## config.mk

```make
export PLATFORM = sky130hd
export DESIGN_NAME = seg7_scan_driver
export DESIGN_NICKNAME = d
export VERILOG_FILES = /design/src/rtl/seg7_pkg.sv /design/src/rtl/hex_to_seg7.sv /design/src/rtl/seg7_scan_driver.sv
export SDC_FILE = /design/constraint.sdc
export NUM_CORES = 1
export LEC_CHECK = 0
export BUFFER_PORTS_ARGS = -buffer_cell sky130_fd_sc_hd__buf_2
export CORE_AREA = 4 4 72 74
export DETAILED_ROUTE_END_ITERATION = 7
export DIE_AREA = 0 0 76 78
export HOLD_SLACK_MARGIN = 0.05
export PLACE_DENSITY = 0.74
export SLEW_MARGIN = 25
export SYNTH_ARGS = -nofsm -noshare
export SYNTH_HDL_FRONTEND = slang
export SYNTH_SLANG_ARGS = --single-unit
```

## constraint.sdc

```tcl
create_clock -name clk_pi -period 1.9 [get_ports clk_pi]
set_input_delay 0.095 -clock clk_pi [delete_from_list [all_inputs] [get_ports clk_pi]]
set_output_delay 0.095 -clock clk_pi [all_outputs]
set_load 0.005 [all_outputs]
```

## src/rtl/seg7_pkg.sv

```systemverilog
// Shared constants for the seven-segment scan driver: active-low segment
// patterns {g,f,e,d,c,b,a} for hex digits and the "all off" codes.
package seg7_pkg;

    localparam int NUM_DIGITS = 4;

    localparam logic [6:0] SEG_0 = 7'h40;
    localparam logic [6:0] SEG_1 = 7'h79;
    localparam logic [6:0] SEG_2 = 7'h24;
    localparam logic [6:0] SEG_3 = 7'h30;
    localparam logic [6:0] SEG_4 = 7'h19;
    localparam logic [6:0] SEG_5 = 7'h12;
    localparam logic [6:0] SEG_6 = 7'h02;
    localparam logic [6:0] SEG_7 = 7'h78;
    localparam logic [6:0] SEG_8 = 7'h00;
    localparam logic [6:0] SEG_9 = 7'h10;
    localparam logic [6:0] SEG_A = 7'h08;
    localparam logic [6:0] SEG_B = 7'h03;
    localparam logic [6:0] SEG_C = 7'h46;
    localparam logic [6:0] SEG_D = 7'h21;
    localparam logic [6:0] SEG_E = 7'h06;
    localparam logic [6:0] SEG_F = 7'h0E;

    localparam logic [6:0] SEG_OFF = 7'h7F;
    localparam logic [3:0] AN_OFF  = 4'hF;

    // True when digit idx and every digit to its left are zero; digit 0 always lights.
    function automatic logic lead_zero(input logic [15:0] val, input logic [1:0] idx);
        case (idx)
            2'd3:    return (val[15:12] == 4'h0);
            2'd2:    return (val[15:8] == 8'h00);
            2'd1:    return (val[15:4] == 12'h000);
            default: return 1'b0;
        endcase
    endfunction

endpackage

```

## src/rtl/hex_to_seg7.sv

```systemverilog
// Combinational hex nibble to active-low seven-segment pattern decoder.
module hex_to_seg7
    import seg7_pkg::*;
(
    input  logic [3:0] nibble,
    output logic [6:0] seg
);

    always_comb begin
        seg = SEG_OFF;
        case (nibble)
            4'h0: seg = SEG_0;
            4'h1: seg = SEG_1;
            4'h2: seg = SEG_2;
            4'h3: seg = SEG_3;
            4'h4: seg = SEG_4;
            4'h5: seg = SEG_5;
            4'h6: seg = SEG_6;
            4'h7: seg = SEG_7;
            4'h8: seg = SEG_8;
            4'h9: seg = SEG_9;
            4'hA: seg = SEG_A;
            4'hB: seg = SEG_B;
            4'hC: seg = SEG_C;
            4'hD: seg = SEG_D;
            4'hE: seg = SEG_E;
            4'hF: seg = SEG_F;
            default: seg = SEG_OFF;
        endcase
    end

endmodule

```

## src/rtl/seg7_scan_driver.sv

```systemverilog
// Time-multiplexed 4-digit common-anode display driver; the value is captured
// once per frame into a shadow register so a scan never shows torn digits.
module seg7_scan_driver
    import seg7_pkg::*;
#(
    parameter int REFRESH_DIV = 100000,
    parameter bit BLANK_LZ    = 1'b0
) (
    input  logic        clk_pi,
    input  logic        reset_pi,
    input  logic [15:0] display_num_pi,
    input  logic        blank_pi,
    output logic [3:0]  an_po,
    output logic [6:0]  seg_po,
    output logic        dp_po
);

    localparam int DIV_W = (REFRESH_DIV > 2) ? $clog2(REFRESH_DIV) : 1;
    localparam logic [DIV_W-1:0] DIV_LAST = DIV_W'(REFRESH_DIV - 1);

    logic [DIV_W-1:0] div_cnt;
    logic [1:0]       dig_idx;
    logic [15:0]      shadow;
    logic             load_pend;
    logic             tick;
    logic [3:0]       nibble;
    logic [6:0]       seg_dec;
    logic             dark;
    logic [3:0]       an_next;
    logic [6:0]       seg_next;

    assign tick   = (div_cnt == DIV_LAST);
    assign nibble = shadow[{dig_idx, 2'b00} +: 4];

    hex_to_seg7 u_dec (
        .nibble (nibble),
        .seg    (seg_dec)
    );

    // Stay dark until the first capture so stale zeros never flash after reset.
    assign dark = blank_pi | load_pend | (BLANK_LZ & lead_zero(shadow, dig_idx));

    always_comb begin
        an_next  = AN_OFF;
        seg_next = SEG_OFF;
        if (!dark) begin
            an_next  = ~(4'b0001 << dig_idx);
            seg_next = seg_dec;
        end
    end

    always_ff @(posedge clk_pi) begin
        if (reset_pi) begin
            div_cnt   <= '0;
            dig_idx   <= 2'd0;
            shadow    <= 16'h0000;
            load_pend <= 1'b1;
            an_po     <= AN_OFF;
            seg_po    <= SEG_OFF;
        end else begin
            div_cnt <= tick ? '0 : div_cnt + 1'b1;
            if (tick)
                dig_idx <= dig_idx + 1'b1;
            if (load_pend || (tick && dig_idx == 2'd3))
                shadow <= display_num_pi;
            load_pend <= 1'b0;
            an_po     <= an_next;
            seg_po    <= seg_next;
        end
    end

    assign dp_po = 1'b1;

endmodule
```

==> summary.md <==
| Metric | Value |
|---|---|
| Pin count of the biggest net entering global routing | `approximately 40` |
| RSZ-0062 raised after global routing | `true` |
| Post-synthesis xor/xnor area fraction | `around 4.2%` |
| Clk slew on worst S/H paths | `~80 ps` |
| Finished Cell Area | `between 2000 and 3000 µm²` |
| CP cell instances | `mux4_2 > ha_1 > and2b_1 > a21oi_1 > o221ai_1` |
| Sequential fraction of the synthesis area | `41.3%` |
| Syn Area/Cell | `9.90 µm²` |
| Row count | `25` |
| # diodes | `0` |
| Worst Setup End Kind | `register` |
| Post-Syn Area | `2280 µm²` |
| Worst IR Drop VDD | `between 0.0004 and 0.0005 V` |
| Largest family of logic cells by synthesized area | `simple AND/OR/NAND/NOR gates` |
| TritonCTS clock tree | `built` |
| Compound-Gate Fraction of Synth Area | `about 8.2%` |
| Ys async rst share | `0%` |
| DP HPWL | `around 3100 µm` |
| Reg2Reg Setup Slack | `~36 ps` |
| Final hold viol count | `0` |
| Hold Path Cell Cnt | `3` |
| Number of synthesized flops with an enable pin | `0` |
| Initial antenna violation count | `0` |
| # DRC | `0` |
| Fillcell total | `slightly above 400` |
| Final Net Count | `between 200 and 300` |
| Vias in the first global route | `about 1,800` |
| Crit path max fanout | `6` |
| Fin. max-slew vios | `0` |
| Syn Nets | `260` |
| Part of the cycle the worst path needs | `between 90 and 100%` |
| Most used DFF post-synth | `dfxtp_1` |
| Synth Area in Adders | `under 10%` |
| Ys Warns | `0` |
| Root Buffer | `clkbuf_8` |
| CTS Buf Count | `5` |
| Die Y | `around 80 µm` |
| Simple-Gate Fraction of Synth Area | `between 20% and 30%` |
| HP Start | `display_num_pi[13]` |
| Maxcap violations | `0` |
| DRT antenna net count | `0` |
| Initial core utilization | `between 40% and 50%` |
| Inst Count DP | `310` |
| Final setup vio count | `0` |
| Slowest stage delay, CP | `580 ps` |
| Final min period | `around 1900 ps` |
| Clk Latency, worst-skew pair | `slightly below 300 ps` |
| Post-synthesis mux area share | `11.9%` |
| Crit path DAT | `just over 2000 ps` |
| RR Startpoint | `dig_idx[0]` |
| Share of cells above drive strength 1 | `20.7%` |
| # IOs | `31` |
| H-tree Lvls | `2` |
| Worst-case reg-to-reg path depth | `5` |
| Hold/Removal Path Class | `primary input to register` |
| Tot GR Track Use | `between 15 and 20%` |
| Clock Sinks | `47` |
| Max Clock Freq | `around 0.54 GHz` |
| Endpoint, Worst Hold | `shadow[13]` |
| PwrDens | `slightly below 700 nW/µm²` |
| First-pass GRT wire length | `7710 µm` |
| Die width | `about 76 µm` |
| Routability Congestion | `0.826` |
| Clock Tree Buf Depth | `2` |
| Die area | `5930 µm²` |
| Critical path's slowest cell | `mux4_2` |
| Initial drt markers | `approximately 110` |
| Total number of vias | `between 1,500 and 2,000` |
| WP data required | `a little over 2000 ps` |
| CP startpoint kind | `register` |
| Drt wl/cell | `~14 µm` |
| Largest delay share family, worst path | `multiplexers` |
| Pleak | `between 0.001 and 0.0015 µW` |
| Overall routed net length | `about 4600 µm` |
| Crit Path Class | `register to register` |
| Final non-filler cell total | `around 320` |
| DRT Pass-1 Iters | `4` |
| GRT overflow | `0` |
| Placed instance area | `about 2500 µm²` |
| Crit path buf inv count | `0` |
| Outcome | `complete, no violations` |
| Syn Inst Count | `between 200 and 250` |
| Clk_skew | `6.68 ps` |
| Final Power | `~1800 µW` |
| Area growth, synth to finish | `16.4%` |
| Port Buf Inserts | `29` |
| DR vias/cell | `between 5 and 6` |
| Netlist cell types | `between 40 and 50` |
| Yosys reg bits | `between 40 and 50` |
| Placeable Area | `between 4000 and 5000 µm²` |
| R2r endpoint | `seg_po[6]` |
[metrics by stage]
| stage | hold WS, ps | worst slack (ps) | TNS, ps | utilization [%] |
|---|---|---|---|---|
| detailed placement | 358 | -9.10 | -9.10 | 54.0 |
| CTS | 54.2 | 37.0 | 0 | 56.4 |
| global placement | 357 | -10.0 | -10.0 | 54.0 |
| floorplan | 123 | 72.9 | 0 | - |
| global route | 67.7 | -64.1 | -87.2 | 57.7 |
| finish | 61.1 | 36.5 | 0 | 57.7 |
[power breakdown]
part / switching (µW) / total [µW] / internal (µW)
Sequential: 20.6 / 1040 / 1020
Clock: 317 / 576 / 259
Combinational: 100 / 204 / 104
[worst max path at each step]
stage | from | endpoint | slack (ps) | depth (start not counted)
detailed placement | dig_idx[0] | seg_po[3] | -9 | 5
finish | dig_idx[0] | seg_po[6] | 40 | 5
global route | dig_idx[0] | seg_po[6] | -60 | 5
floorplan | dig_idx[0] | seg_po[3] | 70 | 6
CTS | div_cnt[8] | shadow[14] | 40 | 4
global placement | dig_idx[0] | seg_po[3] | -10 | 5
[cell type report]
class	instances	area [µm²]	area share, %
clock buffers	7	76.3	2.88
clock inverters	1	5.00	0.189
inverters	8	30.0	1.13
multi-input cells	164	1260	47.4
flip-flops and latches	47	945	35.6
well taps	54	67.6	2.55
repair buffers	43	270	10.2
[cells in the mapped netlist, drive strengths merged, types with 2 or more instances]
library cell / instances / area share [%]
o221ai: 4 / 1.5
clkbuf: 5 / 0.82
buf: 7 / 2.5
inv: 8 / 1.3
mux2i: 18 / 7.9
o21ai: 6 / 1.3
or3: 3 / 0.82
nand2b: 33 / 9.1
xnor2: 2 / 0.77
mux4: 4 / 4.0
and2b: 2 / 0.66
and3b: 2 / 0.77
a21oi: 9 / 2.0
nand3: 8 / 1.8
or4: 2 / 0.66
nand2: 8 / 1.3
a31oi: 3 / 1.5
o31ai: 2 / 0.66
dfxtp: 47 / 41
nor2: 14 / 2.3
xor2: 9 / 3.5
nand4: 7 / 1.9
and3: 3 / 0.82
ha: 11 / 6.0
[per-layer routing]
layer / vias to the layer above / track usage, % / wire length [µm]
li1: 885 / - / -
met5: - / 0 / 0
met3: 6 / 4.76 / 207
met1: 839 / 17.7 / 2070
met4: 0 / 6.23 / 57
met2: 38 / 28.1 / 2270
[repair_timing]
| action | in CTS | in global routing |
|---|---|---|
| setup endpoints to repair | 3 | 18 |
| setup buffers | 0 | 2 |
| pin swaps | 1 | 1 |
| gates resized for setup | 1 | 2 |
| gates cloned | 0 | 1 |
| hold buffers | 3 | 0 |
| endpoints found under the hold margin | 3 | 0 |
[cell families after synthesis]
| kind of cell | Yosys count |
|---|---|
| AOI/OAI and AO/OA | 27 |
| xor gates and xnor gates | 11 |
| adders and majority gates | 11 |
| buffers and inverters | 20 |
| DFF | 47 |
| muxes | 22 |
| other | 1 |
| and+or+nand+nor | 91 |
[worst register-to-register path, delay by kind of cell (launching register included)]
kind	cells	cell delay (ps)
AO/OA/AOI/OAI	2	310
adder cells (fa/ha/maj)	1	270
flip-flops	1	390
multiplexers	1	590
AND/OR/NAND/NOR	1	180
[layout by cell type (no fill, tap or decap), types with 5 or more instances in the layout]
| master | Yosys | routed |
|---|---|---|
| nor2_1 | 14 | 14 |
| buf_4 | 1 | 10 |
| a21oi_1 | 9 | 9 |
| clkbuf_8 | 0 | 5 |
| xor2_1 | 9 | 9 |
| inv_1 | 8 | 7 |
| nand2b_1 | 33 | 33 |
| buf_2 | 3 | 29 |
| o21ai_0 | 5 | 5 |
| nand3_1 | 8 | 8 |
| ha_1 | 11 | 11 |
| nand4_1 | 7 | 7 |
| nand2_1 | 8 | 8 |
| mux2i_1 | 18 | 18 |
| dfxtp_1 | 47 | 46 |
[flip-flops by register name (all words and copies together) (netlist names)]
register   flops
an_po          4
dig_idx        2
div_cnt       17
load_pend      1
seg_po         7
shadow        16
(Power assumes the default switching activity.)
